--- config.mk ---
export PLATFORM = sky130hd
export DESIGN_NAME = alarm_controller
export DESIGN_NICKNAME = d
export VERILOG_FILES = /design/src/rtl/clock_pkg.sv /design/src/rtl/bcd_wrap_adjust.sv /design/src/rtl/alarm_controller.sv
export SDC_FILE = /design/constraint.sdc
export NUM_CORES = 1
export LEC_CHECK = 0
export ABC_AREA = 1
export CAP_MARGIN = 10
export CELL_PAD_IN_SITES_DETAIL_PLACEMENT = 2
export CELL_PAD_IN_SITES_GLOBAL_PLACEMENT = 2
export CORE_ASPECT_RATIO = 1.2
export CORE_MARGIN = 2
export CORE_UTILIZATION = 33
export DETAILED_ROUTE_END_ITERATION = 10
export DONT_BUFFER_PORTS = 1
export PLACE_DENSITY_LB_ADDON = 0.05
export SLEW_MARGIN = 20
export SYNTH_ARGS = -nofsm -noshare
export SYNTH_HDL_FRONTEND = slang
export SYNTH_HIERARCHICAL = 1
export SYNTH_SLANG_ARGS = --single-unit
export TNS_END_PERCENT = 5
--- constraint.sdc ---
create_clock -name clk -period 2.15 [get_ports clk]
set_input_delay 0.43 -clock clk [delete_from_list [all_inputs] [get_ports clk]]
set_output_delay 0.43 -clock clk [all_outputs]
set_load 0.01 [all_outputs]
--- src/rtl/clock_pkg.sv ---
// Shared definitions for the alarm clock: alarm state encoding, BCD field limits
// and digit widths of the HH:MM time fields.
package clock_pkg;

  typedef enum logic [1:0] {
    DISARMED = 2'd0,
    ARMED    = 2'd1,
    RINGING  = 2'd2,
    SNOOZE   = 2'd3
  } alarm_state_e;

  localparam int MIN_MAX = 59;
  localparam int HR_MAX  = 23;

  localparam int HR_TENS_W   = 2;
  localparam int HR_UNITS_W  = 4;
  localparam int MIN_TENS_W  = 3;
  localparam int MIN_UNITS_W = 4;

endpackage

--- src/rtl/bcd_wrap_adjust.sv ---
// Combinational up/down step of a two-digit BCD field that wraps between 0 and MAX_VAL.
// Simultaneous up and down cancel; with neither, the field passes through unchanged.
module bcd_wrap_adjust #(
  parameter int MAX_VAL = 59,
  parameter int TENS_W  = 3
) (
  input  logic [TENS_W-1:0] tens_in,
  input  logic [3:0]        units_in,
  input  logic              up,
  input  logic              dn,
  output logic [TENS_W-1:0] tens_out,
  output logic [3:0]        units_out
);

  localparam logic [TENS_W-1:0] MAX_TENS  = TENS_W'(MAX_VAL / 10);
  localparam logic [3:0]        MAX_UNITS = 4'(MAX_VAL % 10);

  logic at_max;
  logic at_zero;

  assign at_max  = (tens_in == MAX_TENS) && (units_in == MAX_UNITS);
  assign at_zero = (tens_in == '0) && (units_in == 4'd0);

  always_comb begin
    tens_out  = tens_in;
    units_out = units_in;
    if (up && !dn) begin
      if (at_max) begin
        tens_out  = '0;
        units_out = 4'd0;
      end else if (units_in == 4'd9) begin
        tens_out  = tens_in + TENS_W'(1);
        units_out = 4'd0;
      end else begin
        units_out = units_in + 4'd1;
      end
    end else if (dn && !up) begin
      if (at_zero) begin
        tens_out  = MAX_TENS;
        units_out = MAX_UNITS;
      end else if (units_in == 4'd0) begin
        tens_out  = tens_in - TENS_W'(1);
        units_out = 4'd9;
      end else begin
        units_out = units_in - 4'd1;
      end
    end
  end

endmodule

--- src/rtl/alarm_controller.sv ---
// Alarm stage: stores the BCD alarm time, detects a new match with the running HH:MM
// and runs the arm/ring/snooze FSM. Optional snooze support is built with ALARM_SNOOZE_EN.
module alarm_controller
  import clock_pkg::*;
#(
  parameter int RING_TIMEOUT_S = 60
`ifdef ALARM_SNOOZE_EN
  , parameter int SNOOZE_S = 300
`endif
) (
  input  logic                   clk,
  input  logic                   reset,
  input  logic                   tick_1hz,
  input  logic [HR_TENS_W-1:0]   cur_hours_tens,
  input  logic [HR_UNITS_W-1:0]  cur_hours,
  input  logic [MIN_TENS_W-1:0]  cur_minutes_tens,
  input  logic [MIN_UNITS_W-1:0] cur_minutes,
  input  logic                   adj_en,
  input  logic                   min_up,
  input  logic                   min_dn,
  input  logic                   hr_up,
  input  logic                   hr_dn,
  input  logic                   arm_toggle,
  input  logic                   stop,
  input  logic                   snooze,
  output logic [HR_TENS_W-1:0]   alarm_hours_tens,
  output logic [HR_UNITS_W-1:0]  alarm_hours,
  output logic [MIN_TENS_W-1:0]  alarm_minutes_tens,
  output logic [MIN_UNITS_W-1:0] alarm_minutes,
  output logic                   armed,
  output logic                   buzzer,
  output logic                   ring_led
);

  localparam int RING_W = $clog2(RING_TIMEOUT_S + 1);

  alarm_state_e state_reg, state_next;

  logic [HR_TENS_W-1:0]   alarm_hr_tens_reg, alarm_hr_tens_next;
  logic [HR_UNITS_W-1:0]  alarm_hr_reg, alarm_hr_next;
  logic [MIN_TENS_W-1:0]  alarm_min_tens_reg, alarm_min_tens_next;
  logic [MIN_UNITS_W-1:0] alarm_min_reg, alarm_min_next;

  logic [RING_W-1:0] ring_cnt_reg;
  logic              led_reg;
  logic              match_q_reg;
  logic              match;
  logic              fire;
  logic              ring_timeout;
  logic              snooze_timeout;

  // Adjust pulses only count while the top FSM is in an alarm-adjust state.
  bcd_wrap_adjust #(.MAX_VAL(MIN_MAX), .TENS_W(MIN_TENS_W)) u_min_adj (
    .tens_in   (alarm_min_tens_reg),
    .units_in  (alarm_min_reg),
    .up        (adj_en & min_up),
    .dn        (adj_en & min_dn),
    .tens_out  (alarm_min_tens_next),
    .units_out (alarm_min_next)
  );

  bcd_wrap_adjust #(.MAX_VAL(HR_MAX), .TENS_W(HR_TENS_W)) u_hr_adj (
    .tens_in   (alarm_hr_tens_reg),
    .units_in  (alarm_hr_reg),
    .up        (adj_en & hr_up),
    .dn        (adj_en & hr_dn),
    .tens_out  (alarm_hr_tens_next),
    .units_out (alarm_hr_next)
  );

  assign match = (cur_hours_tens == alarm_hr_tens_reg) && (cur_hours == alarm_hr_reg) &&
                 (cur_minutes_tens == alarm_min_tens_reg) && (cur_minutes == alarm_min_reg);
  // Only the rising edge of match fires, and never while the alarm is being edited.
  assign fire = match & ~match_q_reg & ~adj_en;

  assign ring_timeout = (state_reg == RINGING) && tick_1hz &&
                        (ring_cnt_reg == RING_W'(RING_TIMEOUT_S - 1));

`ifdef ALARM_SNOOZE_EN
  localparam int SNZ_W = $clog2(SNOOZE_S + 1);
  logic [SNZ_W-1:0] snz_cnt_reg;

  assign snooze_timeout = (state_reg == SNOOZE) && tick_1hz &&
                          (snz_cnt_reg == SNZ_W'(SNOOZE_S - 1));

  always_ff @(posedge clk) begin
    if (reset) begin
      snz_cnt_reg <= '0;
    end else if (state_next == SNOOZE && state_reg != SNOOZE) begin
      snz_cnt_reg <= '0;
    end else if (state_reg == SNOOZE && tick_1hz) begin
      snz_cnt_reg <= snz_cnt_reg + SNZ_W'(1);
    end
  end
`else
  logic unused_snooze;
  assign unused_snooze  = snooze;
  assign snooze_timeout = 1'b0;
`endif

  always_ff @(posedge clk) begin
    if (reset) begin
      state_reg          <= DISARMED;
      alarm_hr_tens_reg  <= '0;
      alarm_hr_reg       <= '0;
      alarm_min_tens_reg <= '0;
      alarm_min_reg      <= '0;
      match_q_reg        <= 1'b1;
    end else begin
      state_reg          <= state_next;
      alarm_hr_tens_reg  <= alarm_hr_tens_next;
      alarm_hr_reg       <= alarm_hr_next;
      alarm_min_tens_reg <= alarm_min_tens_next;
      alarm_min_reg      <= alarm_min_next;
      match_q_reg        <= match;
    end
  end

  always_ff @(posedge clk) begin
    if (reset) begin
      ring_cnt_reg <= '0;
      led_reg      <= 1'b0;
    end else if (state_next == RINGING && state_reg != RINGING) begin
      ring_cnt_reg <= '0;
      led_reg      <= 1'b0;
    end else if (state_reg == RINGING && tick_1hz) begin
      ring_cnt_reg <= ring_cnt_reg + RING_W'(1);
      led_reg      <= ~led_reg;
    end
  end

  always_comb begin
    state_next = state_reg;
    case (state_reg)
      DISARMED: begin
        if (arm_toggle) state_next = ARMED;
      end
      ARMED: begin
        if (arm_toggle) state_next = DISARMED;
        else if (fire)  state_next = RINGING;
      end
      RINGING: begin
        if (arm_toggle)        state_next = DISARMED;
        else if (stop)         state_next = ARMED;
`ifdef ALARM_SNOOZE_EN
        else if (snooze)       state_next = SNOOZE;
`endif
        else if (ring_timeout) state_next = ARMED;
      end
`ifdef ALARM_SNOOZE_EN
      SNOOZE: begin
        if (arm_toggle)          state_next = DISARMED;
        else if (stop)           state_next = ARMED;
        else if (snooze_timeout) state_next = RINGING;
      end
`endif
      default: state_next = DISARMED;
    endcase
  end

  always_comb begin
    armed    = 1'b0;
    buzzer   = 1'b0;
    ring_led = 1'b0;
    case (state_reg)
      ARMED: armed = 1'b1;
      RINGING: begin
        armed    = 1'b1;
        buzzer   = 1'b1;
        ring_led = led_reg;
      end
`ifdef ALARM_SNOOZE_EN
      SNOOZE: begin
        armed    = 1'b1;
        ring_led = 1'b1;
      end
`endif
      default: ;
    endcase
  end

  assign alarm_hours_tens   = alarm_hr_tens_reg;
  assign alarm_hours        = alarm_hr_reg;
  assign alarm_minutes_tens = alarm_min_tens_reg;
  assign alarm_minutes      = alarm_min_reg;

endmodule

==> summary.txt, run 1 <==
Detailed routing
  • DR vias: ~2,000
  • 1st-iter DRT viols: 26
  • Drt pass-1 iters: 4
  • Via density: 4.771
  • # DRC: 0
  • Routed wire length: 5.775 mm
  • ANT nets after route: 0
  • Routed len/inst: 13.65 um

Worst setup path
  • Crit-path max FO: 7
  • Max incr delay on CP: 0.39 ns
  • Worst path cell trace: inv_1 -> ha_1 -> nand2_2 -> nor3_2 -> nand3_1 -> nand3_1 -> a21oi_1 -> nand3_1 -> o21bai_4 -> nor2_1
  • Data arrival, critical path: roughly 2 ns
  • Crit end category: register
  • Startpoint Class: register
  • Reg2reg start: state_reg[0]
  • Crit-path slowest cell: dfxtp_1
  • Crit path from: state_reg[0]
  • WS Path Type: register to register
  • CP dominant cell by count: nand3_1
  • Worst EP required: 2.33 ns
  • Family with the most delay on the worst path: simple AND/OR/NAND/NOR gates
  • Worst reg2reg setup slack: 0.30 ns
  • Critical path buffers and inverters: 1

Placement
  • I/O Buffers: 0
  • DP HPWL: 4.758 mm
  • Dpl cells: 419
  • GPL Wtd Cong: between 0.7 and 0.8
  • Area of placed instances: 2180 sq um

Yosys
  • Xor and xnor area share after synthesis: 6.489%
  • Share of the synthesized area in the top cell type: 22.74%
  • Mux share of post-synthesis cell area: 0%
  • Yosys warning total: 6
  • Post-Syn Instances: 331
  • Top post-synthesis cells by area: dfxtp_1 (23%), nand2_1 (17%), inv_1 (12%)
  • Biggest area consumer among synthesized cells: dfxtp_1
  • Compound-Gate Fraction of Synth Area: ~6.6%
  • Synth Area in Adders: 11.12%
  • Largest family of logic cells by synthesized area: simple AND/OR/NAND/NOR gates
  • Simple-Gate Fraction of Synth Area: ~40%
  • Post-synthesis sequential area ratio: 22.74%
  • Syn_area_per_cell: 6.116 sq um
  • Post-synth design cell area: 2024 sq um
  • Mapped Nets: 373
  • Unique masters post-synth: 29
  • Synthesized flop and latch total: 23

Clock tree
  • Max Root-Sink Buffers: 2
  • Setup bufs post-CTS: 0
  • Clock buffer count from CTS: 3
  • Clock Tree Root: clkbuf_8
  • CTS tree: yes
  • Resize count post-CTS: 0
  • Worst-path clk slew: 0.10 ns
  • Clock sinks: 23
  • Clock latency at the later pin of the worst-skew pair: ~0.28 ns
  • CTS Hold Bufs: 0
  • H-tree depth: 1

Hold path
  • Worst hold start: reset
  • Worst hold path type: input pin to register

Finish
  • Layout cells sized above 1: 9.971%
  • Layout area overhead: 9.950%
  • Multi-input logic area: 1305 sq um
  • Diodes inserted: 0
  • Fill cells: 795
  • Final nets: approximately 380
  • Largest register FFs: 6
  • Non-Filler Instances: 423
  • FF+latch area: 460.4 sq um
  • Fin area: 2226 sq um

Floorplan
  • DIE WIDTH: 75.50 um
  • DIE HEIGHT: 89.80 um
  • Initial core utilization: 33.89%
  • Die ar.: 6780 sq um
  • Io pins: 40
  • Row Count: 31
  • Placeable Area: 5973 sq um

STA
  • Final setup violating endpoints: 0
  • Fin crit share: 86.16%
  • Slew HR: approximately 77%
  • Final hold viol count: 0
  • Worst-Margin Slew: 0.3396 ns
  • Clk_skew: 0.007570 ns
  • RSZ-0062 raised after global routing: no
  • Setup_tns: 0 ns
  • Slew Limit Fails: 0
  • Crit path time final: 1.852 ns
  • Max Fclk: 0.5399 GHz

Global route
  • First-pass GRT wire length: slightly below 10 mm
  • Met3 Use GR: 3.475%
  • M2 GR Usage: 33.19%
  • Remaining global-route overflow: 0
  • Gr usage total: 18.34%
  • Vias in the first global route: 2,150
  • Most used routing layer in global routing: met2
  • Initial antenna violation count: 0
  • Met1 Track Usage GR: between 20% and 30%
  • Pin count of the biggest net entering global routing: 18

Flow run
  • Max-cap violations: 0

Power and ir drop
  • Pwr/cell area: between 500 and 600 nW/um^2
  • Power Total: roughly 1100 uW
  • VDD IR-drop max: 196.5 uV
  • Leak: 0.001133 uW

Run status
  • Outcome: finished, final reports clean
-- through the flow --
step           hold WS, ns  worst slack [ns]  utilization (%)
6_report            0.2096            0.2976            37.26
3_3_place_gp        0.5045            0.3297            36.49
3_5_place_dp        0.5073            0.2634            36.49
5_1_grt             0.1959           0.04644            37.26
4_1_cts             0.1996            0.2449            37.26
2_1_floorplan       0.4941            0.4250                -
-- synthesized netlist by cell type, drive strengths merged --
cell type,instances
a21o,1
xor2,9
nor3b,1
nor3,3
xnor2,6
clkbuf,2
or2,2
dfxtp,23
ha,18
o21ai,13
and3,1
nand4,4
o21bai,1
inv,67
nor2,53
nand2,92
a21oi,4
o211ai,1
nand3,29
a31oi,1
-- logic make-up after synthesis --
group                      count (synthesis)
AOI/OAI and AO/OA                         21
xor gates and xnor gates                  15
adders and majority gates                 18
buffers and inverters                     69
DFF                                       23
and+or+nand+nor                          185
-- path summary, 6_finish.rpt --
| check | to | cells past startpoint |
|---|---|---|
| min | alarm_hours_tens[0] | 1 |
| max | led_reg | 10 |
| max reg2reg | led_reg | 10 |
| min reg2reg | ring_cnt_reg[4] | 2 |
-- routing by layer --
metal	vias up	routed length, um
li1	1016	-
met1	979	2386
met2	19	3119
met3	4	215
met4	0	53
met5	-	0
-- where the power goes --
| group | internal (uW) | leakage [uW] | switching, uW |
|---|---|---|---|
| combinational | 126 | 0.000920 | 216 |
| sequential | 450 | 0.000188 | 32.4 |
| clock | 130 | 0.0000255 | 167 |
-- layout make-up --
class / count / area share [%]
flip-flops and latches: 23 / 20.69
multi-input cells: 239 / 58.63
clock buffers: 3 / 1.855
well taps: 82 / 4.609
repair buffers: 8 / 2.698
clock inverters: 1 / 0.2248
inverters: 67 / 11.30
-- cell usage in the layout (no fill, tap or decap), types with 2 or more instances in the layout --
| cell type | synthesis | final |
|---|---|---|
| a21oi_1 | 3 | 3 |
| buf_4 | 0 | 8 |
| clkbuf_8 | 0 | 3 |
| dfxtp_1 | 23 | 23 |
| ha_1 | 18 | 18 |
| inv_1 | 64 | 64 |
| inv_2 | 3 | 3 |
| nand2_1 | 89 | 89 |
| nand2_2 | 3 | 3 |
| nand3_1 | 27 | 27 |
| nand3_2 | 2 | 2 |
| nand4_1 | 4 | 4 |
| nor2_1 | 46 | 46 |
| nor2_2 | 4 | 4 |
| nor2_4 | 3 | 3 |
| nor3_1 | 2 | 2 |
| o21ai_0 | 9 | 9 |
| o21ai_1 | 3 | 3 |
| or2_2 | 2 | 2 |
| xnor2_1 | 6 | 6 |
| xor2_1 | 9 | 9 |
(Power assumes the default switching activity.)
==> inputs of run 2 (changes only) <==
--- a/config.mk
+++ b/config.mk
@@ -14,6 +14,7 @@
 export CORE_UTILIZATION = 33
 export DETAILED_ROUTE_END_ITERATION = 10
 export DONT_BUFFER_PORTS = 1
+export MAX_ROUTING_LAYER = met4
 export PLACE_DENSITY_LB_ADDON = 0.05
 export SLEW_MARGIN = 20
 export SYNTH_ARGS = -nofsm -noshare
==> run 2 against run 1 <==
  * Sequential share of layout area unchanged
  * Global-route usage increased by 0.51 points
  * Via count about the same
  * Setup slack got worse by 0.0013 ns
  * Critical path type unchanged
  * Critical endpoint unchanged
  * Largest cell class unchanged
  * Largest power group unchanged
  * Highest routed layer unchanged
==> summary.txt, run 2 (synthesized netlist as in run 1, its figures left out) <==
Detailed routing
  • DR vias: 2,020
  • ANT nets after route: 0
  • Routed wire length: around 5.8 mm
  • # DRC: 0
  • Routed len/inst: 13.66 um
  • 1st-iter DRT viols: 27
  • Drt pass-1 iters: 4
  • Via density: 4.775

STA
  • Clk_skew: between 0.007 and 0.008 ns
  • Final hold viol count: 0
  • Slew HR: 77.28%
  • Max Fclk: roughly 0.54 GHz
  • Fin crit share: 86.21%
  • Final setup violating endpoints: 0
  • Worst-Margin Slew: 0.3396 ns
  • Setup_tns: 0 ns
  • Crit path time final: 1.854 ns
  • RSZ-0062 raised after global routing: no
  • Slew Limit Fails: 0

Worst setup path
  • WS Path Type: register to register
  • Crit end category: register
  • Startpoint Class: register
  • Crit-path max FO: 7
  • Family with the most delay on the worst path: simple AND/OR/NAND/NOR gates
  • CP dominant cell by count: nand3_1
  • Crit-path slowest cell: dfxtp_1
  • Worst EP required: around 2.3 ns
  • Worst path cell trace: inv_1 -> ha_1 -> nand2_2 -> nor3_2 -> nand3_1 -> nand3_1 -> a21oi_1 -> nand3_1 -> o21bai_4 -> nor2_1
  • Max incr delay on CP: roughly 0.4 ns
  • Critical path buffers and inverters: 1
  • Data arrival, critical path: 2.03 ns

Clock tree
  • Clock buffer count from CTS: 3
  • H-tree depth: 1
  • CTS Hold Bufs: 0
  • Clock sinks: 23
  • Max Root-Sink Buffers: 2
  • Clock Tree Root: clkbuf_8
  • Clock latency at the later pin of the worst-skew pair: about 0.28 ns
  • Resize count post-CTS: 0
  • CTS tree: yes
  • Setup bufs post-CTS: 0
  • Worst-path clk slew: 0.10 ns

Floorplan
  • Placeable Area: 5973 sq um
  • DIE WIDTH: 75.50 um
  • DIE HEIGHT: around 90 um
  • Die ar.: 6780 sq um
  • Row Count: 31
  • Io pins: 40
  • Initial core utilization: 33.89%

Global route
  • First-pass GRT wire length: ~10 mm
  • Vias in the first global route: 2,148
  • Gr usage total: 18.85%
  • Remaining global-route overflow: 0
  • Initial antenna violation count: 0
  • Pin count of the biggest net entering global routing: 18

Hold path
  • Worst hold path type: input pin to register

Finish
  • Layout area overhead: 9.950%
  • Most frequent cells in the layout: nand2_1 (89), inv_1 (64), nor2_1 (46)
  • Diodes inserted: 0
  • Multi-input logic area: 1305 sq um
  • Layout cells sized above 1: 9.971%
  • Commonest non-fill, non-tap cell in the layout: nand2_1
  • FF+latch area: approximately 460 sq um
  • Final nets: 384
  • Final core utilization: roughly 37%
  • Largest register FFs: 6
  • Fill cells: between 700 and 800

Placement
  • GPL Wtd Cong: approximately 0.75
  • DP HPWL: between 4 and 5 mm
  • I/O Buffers: 0

Flow run
  • Max-cap violations: 0

Power and ir drop
  • Leak: around 0.0011 uW
  • Pwr/cell area: 504.3 nW/um^2
  • Power Total: 1122 uW
  • VDD IR-drop max: 196.5 uV

Run status
  • Outcome: finished, final reports clean
==> run 2: cell counts in the layout (fill, tap and decap cells not counted) <==
No cell type changed its count.
==> run 2: final timing paths <==
check	from	end	slack, ns	cells after the start
worst min-delay path	reset	alarm_hours_tens[0]	0.21	1
worst max-delay path	state_reg[0]	led_reg	0.30	10
worst max register to register	state_reg[0]	led_reg	0.30	10
worst min register to register	ring_cnt_reg[4]	ring_cnt_reg[4]	0.54	2
==> run 2: cell type report <==
class	instances	area share (%)
inverter	67	11.30
timing repair buffer	8	2.698
clock buffer	3	1.855
tap	82	4.609
multi-input combinational	239	58.63
sequential	23	20.69
clock inverter	1	0.2248
==> run 2: metal layers <==
layer | up-vias | part of all wire, % | routed length (um) | GRT usage (%)
met1 | 979 | 41 | 2388 | 21.48
met4 | 0 | 0.88 | 51 | 4.386
met3 | 6 | 3.8 | 219 | 3.475
li1 | 1016 | - | - | -
met2 | 19 | 54 | 3119 | 33.19
met5 | - | 0 | 0 | -
==> run 2: power by group <==
group / internal, uW / switching, uW
combinational: 126 / 216
sequential: 450 / 32.4
clock: 130 / 167
total: 706 / 416
==> run 2: through the flow <==
| stage | area [sq um] | worst slack, ns | std cells | hold WS, ns |
|---|---|---|---|---|
| floorplan | 2024 | 0.4250 | 331 | 0.4941 |
| global placement | 2180 | 0.3297 | 419 | 0.5045 |
| detailed placement | 2180 | 0.2634 | 419 | 0.5073 |
| CTS | 2226 | 0.2449 | 423 | 0.1996 |
| global route | 2226 | 0.04644 | 423 | 0.1959 |
| finish | 2226 | 0.2964 | 423 | 0.2096 |
==> inputs of run 3 (changes only) <==
--- a/config.mk
+++ b/config.mk
@@ -10,7 +10,6 @@
 export CELL_PAD_IN_SITES_DETAIL_PLACEMENT = 2
 export CELL_PAD_IN_SITES_GLOBAL_PLACEMENT = 2
 export CORE_ASPECT_RATIO = 1.2
-export CORE_MARGIN = 2
 export CORE_UTILIZATION = 33
 export DETAILED_ROUTE_END_ITERATION = 10
 export DONT_BUFFER_PORTS = 1
==> run 3 against run 2 <==
  * Sequential cell count did not move
  * Non-clock buffer count did not move
  * Maximum frequency grew 1.6%
  * Critical path type unchanged
==> summary.txt, run 3 (synthesized netlist as in run 1, its figures left out) <==
Worst setup path
  • Worst path cell trace: inv_1 -> ha_1 -> nand2_2 -> nor3_2 -> nand3_1 -> nand3_1 -> a21oi_1 -> nand3_1 -> o21bai_4 -> nor2_1
  • Reg2reg start: state_reg[0]
  • Worst reg2reg setup slack: 0.33 ns
  • CP dominant cell by count: nand3_1
  • Startpoint Class: register
  • Crit end category: register
  • Worst Reg2Reg Path Length in Cells: 10
  • Crit-path slowest cell: dfxtp_1
  • Max incr delay on CP: 0.38 ns
  • Crit-path max FO: 7
  • Crit path from: state_reg[0]
  • Worst EP required: roughly 2.3 ns
  • Family with the most delay on the worst path: simple AND/OR/NAND/NOR gates
  • Crit path to: led_reg
  • FF-to-FF End: led_reg
  • Critical path buffers and inverters: 1
  • WS Path Type: register to register
  • Data arrival, critical path: approximately 2.0 ns
  • Critical path depth: 10

Clock tree
  • Setup bufs post-CTS: 0
  • Resize count post-CTS: 0
  • CTS Hold Bufs: 0
  • Clock sinks: 23
  • Clock latency at the later pin of the worst-skew pair: 0.26 ns
  • H-tree depth: 1
  • Max Root-Sink Buffers: 2
  • Worst-path clk slew: 0.09 ns
  • Clock Tree Root: clkbuf_8
  • Clock buffer count from CTS: 3
  • CTS tree: yes

Detailed routing
  • Routed len/inst: 13.24 um
  • DR vias: 2,012
  • # DRC: 0
  • Drt pass-1 iters: 3
  • Routed wire length: between 5 and 6 mm
  • ANT nets after route: 0
  • Via density: 4.779
  • 1st-iter DRT viols: 44

STA
  • Final hold viol count: 0
  • Clk_skew: 0.002409 ns
  • Crit path time final: about 1.8 ns
  • Fin crit share: between 80% and 90%
  • Setup_tns: 0 ns
  • RSZ-0062 raised after global routing: no
  • Slew Limit Fails: 0
  • Slew HR: 76.53%
  • Worst-Margin Slew: between 0.3 and 0.4 ns
  • Max Fclk: about 0.55 GHz
  • Final setup violating endpoints: 0

Placement
  • Area of placed instances: approximately 2200 sq um
  • DP HPWL: 4.582 mm
  • I/O Buffers: 0
  • GPL Wtd Cong: between 0.7 and 0.8

Power and ir drop
  • Pwr/cell area: between 400 and 500 nW/um^2
  • Power Total: 1103 uW
  • Leak: 0.001131 uW
  • VDD IR-drop max: 206.8 uV

Finish
  • Commonest non-fill, non-tap cell in the layout: nand2_1
  • Layout cells sized above 1: 9.677%
  • Fin area: between 2000 and 2500 sq um
  • Multi-input logic area: 1305 sq um
  • Final nets: approximately 380
  • Fill cells: 769
  • FF+latch area: 460.4 sq um
  • Most frequent cells in the layout: nand2_1 (89), inv_1 (64), nor2_1 (46)
  • Diodes inserted: 0
  • Largest register FFs: 6
  • Layout area overhead: 9.765%

Global route
  • Remaining global-route overflow: 0
  • Initial antenna violation count: 0
  • Vias in the first global route: ~2,200
  • Gr usage total: 19.61%
  • First-pass GRT wire length: approximately 9.7 mm
  • Pin count of the biggest net entering global routing: 18

Floorplan
  • Row Count: 30
  • DIE HEIGHT: 87.80 um
  • DIE WIDTH: 73.50 um
  • Initial core utilization: 35.02%
  • Die ar.: 6453 sq um
  • Placeable Area: 5781 sq um
  • Io pins: 40

Flow run
  • Max-cap violations: 0

Hold path
  • Worst hold path type: input pin to register

Run status
  • Outcome: finished, final reports clean
==> run 3: changes by cell type in the layout (fill, tap and decap cells not counted), sizes merged <==
cell,delta
clkinv,-1
clkbuf,+1
==> run 3: worst min-delay path by stage <==
stage            start               end  slack [ns]  depth (start not counted)
6_report         reset  alarm_minutes[3]        0.22                          1
5_1_grt          reset  alarm_minutes[3]        0.20                          1
4_1_cts          reset      state_reg[0]        0.21                          1
3_5_place_dp     reset      state_reg[0]        0.51                          1
3_3_place_gp     reset  alarm_minutes[2]        0.50                          1
2_1_floorplan  led_reg           led_reg        0.49                          2
==> run 3: final cells by class <==
class	instances	area share, %
tap	80	4.505
sequential	23	20.72
timing repair buffer	8	2.703
inverter	67	11.32
clock buffer	4	2.027
multi-input combinational	239	58.73
==> run 3: metrics by stage <==
step | cells | setup slack, ns | hold WS (ns) | util, %
finish | 421 | 0.3251 | 0.2219 | 38.44
global route | 421 | 0.08973 | 0.1994 | 38.44
CTS | 421 | 0.2741 | 0.2107 | 38.44
detailed placement | 417 | 0.2916 | 0.5061 | 37.66
global placement | 417 | 0.3414 | 0.5031 | 37.66
floorplan | 331 | 0.4250 | 0.4941 | -
==> run 3: metal layers <==
metal | wire [um] | vias up | global-route usage (%)
met3 | 98 | 2 | 1.611
met2 | 2917 | 21 | 35.95
met5 | 0 | - | -
met1 | 2534 | 970 | 23.21
met4 | 25 | 0 | 3.671
li1 | - | 1019 | -
==> run 3: report_power, final <==
part / switching (uW) / leakage (uW) / total, uW / internal (uW)
Clock: 147 / 0.0000228 / 280 / 132
Sequential: 38.6 / 0.000188 / 488 / 450
Combinational: 209 / 0.000920 / 335 / 126
